--- src/rtl/alu_control.sv ---
// alu_control
//
// ALU control decoder for the RV32 datapath. Combines the operation class
// from the main control unit with funct3/funct7 of the instruction word and
// produces a registered 2-bit ALU function select. Latency is one cycle.
//
// Ports:
//   clk          rising-edge clock
//   rst          synchronous, active-high reset
//   instruccion  instruction word (funct3 = [14:12], funct7 = [31:25]);
//                bits above 31 are ignored
//   ALU_OP       operation class: 00 load/store, 01 branch, 10 R-type,
//                11 I-type arithmetic
//   valid_in     inputs are valid this cycle
//   alu_inst     registered function select: 00 ADD, 01 SUB, 10 AND, 11 OR
//   valid_out    alu_inst belongs to a valid_in sampled on the previous edge
//   illegal      registered unsupported funct3/funct7 flag
//
// Configuration:
//   ALU_CONTROL_ILLEGAL_DET_EN  when defined, illegal reports unsupported
//                               decodes; when undefined, illegal is tied to 0
//                               and its register/detection logic is absent.
//                               Unsupported combinations decode to ADD either way.

module alu_control #(
  parameter int width_instruc = 32
) (
  input  logic                     clk,
  input  logic                     rst,
  input  logic [width_instruc-1:0] instruccion,
  input  logic [1:0]               ALU_OP,
  input  logic                     valid_in,
  output logic [1:0]               alu_inst,
  output logic                     valid_out,
  output logic                     illegal
);

  localparam logic [1:0] SEL_ADD = 2'b00;
  localparam logic [1:0] SEL_SUB = 2'b01;
  localparam logic [1:0] SEL_AND = 2'b10;
  localparam logic [1:0] SEL_OR  = 2'b11;

  localparam logic [1:0] OP_MEM    = 2'b00;
  localparam logic [1:0] OP_BRANCH = 2'b01;
  localparam logic [1:0] OP_RTYPE  = 2'b10;
  localparam logic [1:0] OP_ITYPE  = 2'b11;

  localparam logic [6:0] F7_BASE = 7'b0000000;
  localparam logic [6:0] F7_ALT  = 7'b0100000;

  localparam logic [2:0] F3_ADD = 3'b000;
  localparam logic [2:0] F3_OR  = 3'b110;
  localparam logic [2:0] F3_AND = 3'b111;

  logic [2:0] funct3_p0;
  logic [6:0] funct7_p0;
  logic [1:0] sel_p0;
  logic [1:0] alu_inst_p1;
  logic       vld_p1;

  // Only funct3/funct7 matter; the remaining bits are folded here so the
  // full input port is consumed.
  logic unused_bits;
  assign unused_bits = ^instruccion;

  assign funct3_p0 = instruccion[14:12];
  assign funct7_p0 = instruccion[31:25];

  // The funct fields are only examined for R-type and I-type classes, so an
  // unknown instruction word cannot leak through for load/store or branch.
  function automatic logic [1:0] decode_sel(input logic [1:0] op,
                                            input logic [6:0] f7,
                                            input logic [2:0] f3);
    logic [1:0] sel;
    sel = SEL_ADD;
    case (op)
      OP_MEM:    sel = SEL_ADD;
      OP_BRANCH: sel = SEL_SUB;
      OP_RTYPE: begin
        case ({f7, f3})
          {F7_BASE, F3_ADD}: sel = SEL_ADD;
          {F7_ALT,  F3_ADD}: sel = SEL_SUB;
          {F7_BASE, F3_AND}: sel = SEL_AND;
          {F7_BASE, F3_OR }: sel = SEL_OR;
          default:           sel = SEL_ADD;
        endcase
      end
      OP_ITYPE: begin
        // No immediate SUB exists, so funct7 is not consulted here.
        case (f3)
          F3_AND:  sel = SEL_AND;
          F3_OR:   sel = SEL_OR;
          default: sel = SEL_ADD;
        endcase
      end
      default: sel = SEL_ADD;
    endcase
    return sel;
  endfunction

  assign sel_p0 = decode_sel(ALU_OP, funct7_p0, funct3_p0);

  // ---- stage p0 -> p1: output register ----
  always_ff @(posedge clk) begin
    if (rst) begin
      alu_inst_p1 <= SEL_ADD;
      vld_p1      <= 1'b0;
    end else begin
      vld_p1 <= valid_in;
      if (valid_in) begin
        alu_inst_p1 <= sel_p0;
      end
    end
  end

  assign alu_inst  = alu_inst_p1;
  assign valid_out = vld_p1;

`ifdef ALU_CONTROL_ILLEGAL_DET_EN
  logic ill_p0;
  logic ill_p1;

  function automatic logic decode_illegal(input logic [1:0] op,
                                          input logic [6:0] f7,
                                          input logic [2:0] f3);
    logic ill;
    ill = 1'b0;
    case (op)
      OP_RTYPE: begin
        case ({f7, f3})
          {F7_BASE, F3_ADD},
          {F7_ALT,  F3_ADD},
          {F7_BASE, F3_AND},
          {F7_BASE, F3_OR }: ill = 1'b0;
          default:           ill = 1'b1;
        endcase
      end
      OP_ITYPE: begin
        case (f3)
          F3_ADD, F3_AND, F3_OR: ill = 1'b0;
          default:               ill = 1'b1;
        endcase
      end
      default: ill = 1'b0;
    endcase
    return ill;
  endfunction

  assign ill_p0 = decode_illegal(ALU_OP, funct7_p0, funct3_p0);

  // ---- stage p0 -> p1: illegal flag register ----
  always_ff @(posedge clk) begin
    if (rst) begin
      ill_p1 <= 1'b0;
    end else if (valid_in) begin
      ill_p1 <= ill_p0;
    end
  end

  assign illegal = ill_p1;
`else
  assign illegal = 1'b0;
`endif

endmodule

--- config.mk ---
export PLATFORM = sky130hd
export DESIGN_NAME = alu_control
export DESIGN_NICKNAME = d
export VERILOG_FILES = /design/src/rtl/alu_control.sv
export SDC_FILE = /design/constraint.sdc
export NUM_CORES = 1
export LEC_CHECK = 0
export CORE_AREA = 2 2 39 41
export CTS_CLUSTER_DIAMETER = 30
export DETAILED_ROUTE_END_ITERATION = 6
export DIE_AREA = 0 0 41 43
export PLACE_DENSITY = 0.67
export SLEW_MARGIN = 20
export SYNTH_ARGS = -nofsm -noshare
export SYNTH_HDL_FRONTEND = slang
export SYNTH_SLANG_ARGS = --single-unit
--- constraint.sdc ---
create_clock -name clk -period 2.7 [get_ports clk]
set_clock_uncertainty 0.2 [all_clocks]
set_input_delay 0.27 -clock clk [delete_from_list [all_inputs] [get_ports clk]]
set_output_delay 0.27 -clock clk [all_outputs]
set_load 0.005 [all_outputs]
Word-level counts from Yosys, hierarchy flattened
Index checks and enable logic that the tools add are counted.
- output and inout bits: 4
- register bits: 3
- input bits: 37
- logic and storage cells: 14
- muxes and demuxes: 3
- reductions and logical operators: 1
- equal/unequal tests: 8
- operators with widths (kind ; count):
    $eq A10 B3 Y1 const B ; 2
    $eq A10 B9 Y1 const B ; 1
    $pmux W2 S4 ; 1
    $eq A3 B3 Y1 const B ; 2
    $pmux W2 S3 ; 1
    $eq A2 B2 Y1 const B ; 2
    $pmux W2 S2 ; 1
    $eq A2 B1 Y1 const B ; 1
    $logic_not A2 Y1 ; 1

Longest topological paths before layout
Gate-level depths: netlist (run 1).
- depth in word-level cells: 3
- mapped depth: 3
- mapped depth without buffers: 3

Worst setup path before layout (run 1)
Ideal clock, no wire load.
- path kind: in2reg
- from: in instruccion[12]
- to: reg alu_inst_p1[0], in the netlist alu_inst[0]
- path slack: 1534 ps
- library setup time: 73 ps
- stages: 3
- required time: 2427 ps
- arrival: 893 ps
- path buffers: 0
- path through: nand4b_1 a2111o_1 o211ai_2
- word-level cells in the longest chain between the ends: 3
- elaborated cells on any way between the ends: 8
- those cells by class: eq/ne: 5; mux: 3
- RTL lines (what ; RTL line ; source):
    from (decl) ; 30 ; input logic [width_instruc-1:0] instruccion,
    $eq A10 B3 Y1 (tied with other cells) ; 80 ; case ({f7, f3})
    $pmux W2 S3 or $pmux W2 S2 (tied branches) ; 80, 90 ;
    $pmux W2 S4 * ; 76 ; case (op)
    to (signal assigned) ; 111 ; alu_inst_p1 <= sel_p0;
    to (decl) ; 58 ; logic [1:0] alu_inst_p1;
Mark *: on every way between the ends. The rest lies on a longest branch, timed or not.
A chain may end at the register's enable or synchronous reset.

Worst setup path in the final report (run 1)
- from: reg alu_inst_p1[0], in the netlist alu_inst[0]
- to: out alu_inst[0]
- RTL lines (what ; RTL line ; source):
    to (decl) ; 33 ; output logic [1:0] alu_inst,
No word-level cell between the ends.

==> results of run 1 <==
## power groups by stage
stage               registers (W)  clock network [W]   logic (W)
floorplan               0.0000481                  0  0.00000840
global placement        0.0000478                  0   0.0000365
detailed placement      0.0000478                  0   0.0000368
CTS                     0.0000471          0.0000869   0.0000369
global route            0.0000472          0.0000863   0.0000401
finish                  0.0000471          0.0000820   0.0000368
## cells by family after synthesis
logic type             share of synthesized area [%]
buffers and inverters                           5.70
other                                           1.90
AO/OA/AOI/OAI                                   23.4
AND/OR/NAND/NOR                                 38.6
flip-flops                                      30.4
## flip-flops by register name, indices dropped and copies added (netlist names)
name	flops
alu_inst	2
valid_out	1
## worst paths after layout
check	from	to	slack (ns)	depth (start not counted)
hold reg to reg	alu_inst[1]$_SDFFE_PP0P_	alu_inst[1]$_SDFFE_PP0P_	0.26	2
setup / recovery	alu_inst[0]$_SDFFE_PP0P_	alu_inst[0]	1.18	1
hold / removal	alu_inst[1]$_SDFFE_PP0P_	alu_inst[1]$_SDFFE_PP0P_	0.26	2
setup reg to reg	alu_inst[0]$_SDFFE_PP0P_	alu_inst[0]$_SDFFE_PP0P_	1.95	2
## worst min-delay path, cell delays in order, from the launching register on
cell,delay (ns)
dfxtp_1,0.32
nand2_1,0.05
o21ai_0,0.06
## layer usage
layer / vias up / part of all wire (%)
li1: 128 / -
met2: 13 / 49
met4: 0 / 3.4
met3: 2 / 6.9
met5: - / 0
met1: 114 / 41
## synth_stat cells
cell      count  area, µm²
nor3b_1       1       7.51
nand2_1       2       7.51
nor2b_1       1       6.26
a21oi_1       1       5.00
nand4b_1      1       8.76
and3b_1       1       8.76
buf_4         1       7.51
o21ai_0       2       10.0
a2111o_1      1       11.3
nand4_1       1       6.26
nor4_1        1       6.26
nor2_1        2       7.51
nor4_2        1       12.5
dfxtp_1       3       60.1
o211ai_2      1       12.5
nor3_1        1       5.00
conb_1        1       3.75
inv_1         1       3.75
o211ai_1      1       7.51
## through the flow
stage	hold WS [ns]	cells
global placement	0.256	56
global route	0.288	60
floorplan	0.161	24
CTS	0.271	60
detailed placement	0.259	56
finish	0.260	60
## layout make-up
class | instances | area [µm²] | share of cell area (%)
Multi-Input combinational cell | 19 | 126 | 31.1
Clock buffer | 4 | 26.3 | 6.46
Tap cell | 16 | 20.0 | 4.92
Sequential cell | 3 | 60.1 | 14.8
Inverter | 1 | 3.75 | 0.923
Timing Repair Buffer | 17 | 170 | 41.8
==> out/results.ini, run 1 <==
[clock_tree]
cts_resized = 0
cts_num_sinks = 3
cts_made_buffers = 3
clock_latency_ns = 0.24
cts-htree-levels = 1
cts_tree = yes
clockBufferDepth = 2
root_buffer = clkbuf_4
cts.clk_slew.worst_paths_ns = 0.04
ctsHoldBuffers = 0
post_cts_buffers = 0

[pwr]
pwr-share-comb_pct = 22.2
clkPwrFrac_pct = 49.4
seqPwrFrac_pct = 28.4
leakage_nw = 0.145
swShare_pct = 23.4
powerDensity_mw_per_mm2 = 408
p_switching_w = 0.0000388
finalPower_w = 0.000166
p_int_w = 0.000127
ir_worst_vdd_v = 0.0000794

[finish]
diodes = 0
final_core_util_pct = 29.4
final_common_cell = clkdlybuf4s50_1
fin_nets = 82
final_area_um2 = 407
drive_gt1_share_pct = 11.4
area_growth_pct = 106
num-fill-cells = 163
final_cell_mix = 17 x clkdlybuf4s50_1, 3 x dfxtp_1, 3 x clkbuf_4

[sta]
fmax_mhz = 657
finalSetupViolCount = 0
post-route-min-period_ns = 1.52
fin_tns_setup_ns = 0
rsz0062_at_grt = no
finalHoldViolations = 0
fin_ws_ns = 1.18
post-route-period-util_pct = 56.4
slew_viol_final = 0

[floorplanning]
fp.dieW_um = 41
initial_core_util_pct = 14.3
core_mm2 = 0.00138
die_h_um = 43
die_area_mm2 = 0.00176
rows = 14
pin_count = 41

[setup_path]
path_max_fanout = 2
end_kind = primary output
path_cells = clkdlybuf4s50_1
path_class = reg -> out
cp_top_family = buffers and inverters
critical-path-max-stage-delay_ns = 0.49
cp.arrival_ns = 1.05
crit_buf_inv = 1
startpoint_type = flop
required_ns = 2.23
critPathSlowestCell = clkdlybuf4s50_1

[synthesis]
syn_area_um2 = 198
synth_warnings = 0
synth_cells = 24
ys_ff_latch = 3
syn-num-nets = 61
ys_seq_area_share_pct = 30.4
synth_area_per_cell_um2 = 8.24
ys_types = 19

[drt]
drc = 0
wl_per_cell_um = 9.23
num_vias = 257
firstDrtPassIters = 3
ant_nets = 0
drt-vias-per-instance = 4.28
drt_iter0_drc = 5
wirelength_um = 554

[global_route]
grtUsageTotal_pct = 7.21
gr-max-usage-layer = met2
grt_pass1_vias = 228
antenna_found_initial = 0
met2_usage_pct = 10.0
grt.met1_usage_pct = 7.99
overflow = 0
grt_max_degree = 6
grt_pass1_wl_um = 821
use_met3_pct = 0

[placed_design]
placed_area_um2 = 380
dp_slack_ns = 0.995
gp_congestion = 0.628
port_buffers = 17
hpwl_um = 439

[job]
maxCapViolations = 0

[hold_path]
hold_path_class = reg -> reg

[run_status]
status = completed

No activity file was read; power rests on OpenSTA's default activity.
==> run 2, diff against run 1 <==
Settings changed: CORE_AREA 2 2 39 41 to 2 2 40 42, DIE_AREA 0 0 41 43 to 0 0 42 44, PLACE_DENSITY 0.67 to 0.66.
Clock period 2.7 ns to 1.3 ns, I/O delays scaled along.
==> out/results.ini, run 2 (synthesis results as in run 1) <==
[finish]
final_area_um2 = 429  ; +5.5%
num-fill-cells = 167  ; +2.5%
final_cell_mix = 13 x clkdlybuf4s50_1, 4 x dlygate4sd2_1, 3 x dfxtp_1, 3 x clkbuf_4, 3 x buf_4
final_common_cell = clkdlybuf4s50_1
drive_gt1_share_pct = 19.1  ; +7.8 points
area_growth_pct = 117
diodes = 0  ; unchanged
largest_reg_flops = 2  ; unchanged
fin_nets = 85  ; +3.7%

[clock_tree]
clockBufferDepth = 2  ; unchanged
cts_made_buffers = 3  ; unchanged
post_cts_buffers = 0  ; unchanged
cts-htree-levels = 1  ; unchanged
ctsHoldBuffers = 0  ; unchanged
cts.clk_slew.worst_paths_ns = 0.04  ; about the same
root_buffer = clkbuf_4
cts_num_sinks = 3  ; unchanged
clock_latency_ns = 0.23  ; about the same
cts_tree = yes

[setup_path]
crit_cells = 4  ; +3
cp.arrival_ns = 1.21  ; +0.16 ns
cp_top_family = buffers and inverters
reg2reg_slack_ns = 0.55  ; -1.40 ns
critical_path.startpoint = instruccion[14]
reg2regPathDepth = 2  ; unchanged
r2r-end = alu_inst[0]$_SDFFE_PP0P_
path_class = in -> reg
path_cells = clkdlybuf4s50_1 > nand4b_1 > a2111o_1 > o211ai_2
reg2reg_from = alu_inst[0]$_SDFFE_PP0P_
critical-path-max-stage-delay_ns = 0.50  ; about the same
crit_buf_inv = 1  ; unchanged
startpoint_type = primary input
timing.critical_path.to = alu_inst[0]$_SDFFE_PP0P_
end_kind = flop
required_ns = 1.26  ; -0.97 ns
critPathSlowestCell = clkdlybuf4s50_1
path_max_fanout = 3  ; +1

[placed_design]
gp_congestion = 0.659  ; +4.9%
hpwl_um = 514  ; +17%
dp_slack_ns = -0.268  ; -1.26 ns
port_buffers = 17  ; unchanged
placed_area_um2 = 403  ; +5.9%

[floorplanning]
rows = 14  ; unchanged
initial_core_util_pct = 13.9  ; -0.35 points
fp.dieW_um = 42  ; +2.4%
die_area_mm2 = 0.00185  ; +4.8%
die_h_um = 44  ; +2.3%
core_mm2 = 0.00142  ; +2.5%
pin_count = 41  ; unchanged

[global_route]
grt_pass1_wl_um = 952  ; +16%
overflow = 0  ; unchanged
grt_max_degree = 5  ; -1
grtUsageTotal_pct = 7.38  ; +0.16 points
antenna_found_initial = 0  ; unchanged
grt_pass1_vias = 254  ; +11%

[pwr]
leakage_nw = 0.175  ; +20%
ir_worst_vdd_v = 0.000145  ; +83%
clkPwrFrac_pct = 47.9  ; -1.5 points
p_int_w = 0.000266  ; +110%
seqPwrFrac_pct = 28.6  ; +0.2 points
finalPower_w = 0.000341  ; +110%
powerDensity_mw_per_mm2 = 794  ; +95%
p_switching_w = 0.0000748  ; +93%
swShare_pct = 22.0  ; -1.4 points
pwr-share-comb_pct = 23.5  ; +1.3 points

[drt]
drt-vias-per-instance = 4.05  ; -5.5%
num_vias = 255  ; -0.78%
drt_iter0_drc = 3  ; -2
wirelength_um = 573  ; +3.4%
ant_nets = 0  ; unchanged
firstDrtPassIters = 2  ; -1
drc = 0  ; unchanged
wl_per_cell_um = 9.10  ; -1.5%

[sta]
rsz0062_at_grt = no
finalSetupViolCount = 0  ; unchanged
post-route-min-period_ns = 1.25
fmax_mhz = 803
slew_viol_final = 0  ; unchanged
fin_tns_setup_ns = 0  ; unchanged
post-route-period-util_pct = 95.8
finalHoldViolations = 0  ; unchanged
fin_ws_ns = 0.0540  ; -1.12 ns

[run_status]
status = completed

[job]
maxCapViolations = 0  ; unchanged

[hold_path]
hold_path_class = in -> reg

==> run 2: metal layers <==
layer	global-route usage, %	routed length [µm]	vias to the layer above
met5	0	0	-
met4	9.68	0	0
met3	1.25	18	0
met2	13.8	360	4
met1	5.72	193	115
li1	-	-	136
==> run 2: power by group through the flow <==
stage	clock (W)	combinational, W	sequential (W)
final	0.000163	0.0000799	0.0000976
after global routing	0.000183	0.0000868	0.0000978
after CTS	0.000175	0.0000794	0.0000976
after detailed placement	0	0.0000831	0.0000993
after global placement	0	0.0000825	0.0000992
after floorplan	0	0.0000174	0.0000998
==> run 2: tightest hold or removal path, stage by stage <==
cell and delay (ns):
dlygate4sd2_1 0.25, a21oi_1 0.06, o21ai_0 0.13
==> run 2: worst min path at each step <==
stage	cells past startpoint	slack (ns)	to	startpoint
after global routing	3	0.21	alu_inst[1]$_SDFFE_PP0P_	ALU_OP[0]
after CTS	3	0.17	alu_inst[1]$_SDFFE_PP0P_	ALU_OP[0]
final	3	0.17	alu_inst[1]$_SDFFE_PP0P_	ALU_OP[0]
after detailed placement	2	0.25	alu_inst[1]$_SDFFE_PP0P_	alu_inst[1]$_SDFFE_PP0P_
after floorplan	1	0.02	valid_out$_SDFF_PP0_	rst
after global placement	2	0.24	alu_inst[1]$_SDFFE_PP0P_	alu_inst[1]$_SDFFE_PP0P_
==> run 2: layout make-up <==
| type | count | area [µm²] | area share (%) |
|---|---|---|---|
| Clock buffer | 4 | 26.3 | 6.12 |
| Inverter | 1 | 3.75 | 0.875 |
| Multi-Input combinational cell | 19 | 131 | 30.6 |
| Sequential cell | 3 | 60.1 | 14.0 |
| Tap cell | 16 | 20.0 | 4.66 |
| Timing Repair Buffer | 20 | 188 | 43.7 |
==> run 2: repair_timing <==
action                     4_1_cts  5_1_grt
gates resized for setup          4        1
gates cloned                     0        0
pin swaps                        0        1
setup endpoints to repair        4        1
==> run 2: through the flow <==
step,instances,util [%],hold slack (ns)
floorplan,24,-,0.0211
global placement,59,28.4,0.243
detailed placement,59,28.4,0.249
CTS,63,29.9,0.166
global route,63,30.2,0.210
finish,63,30.2,0.171
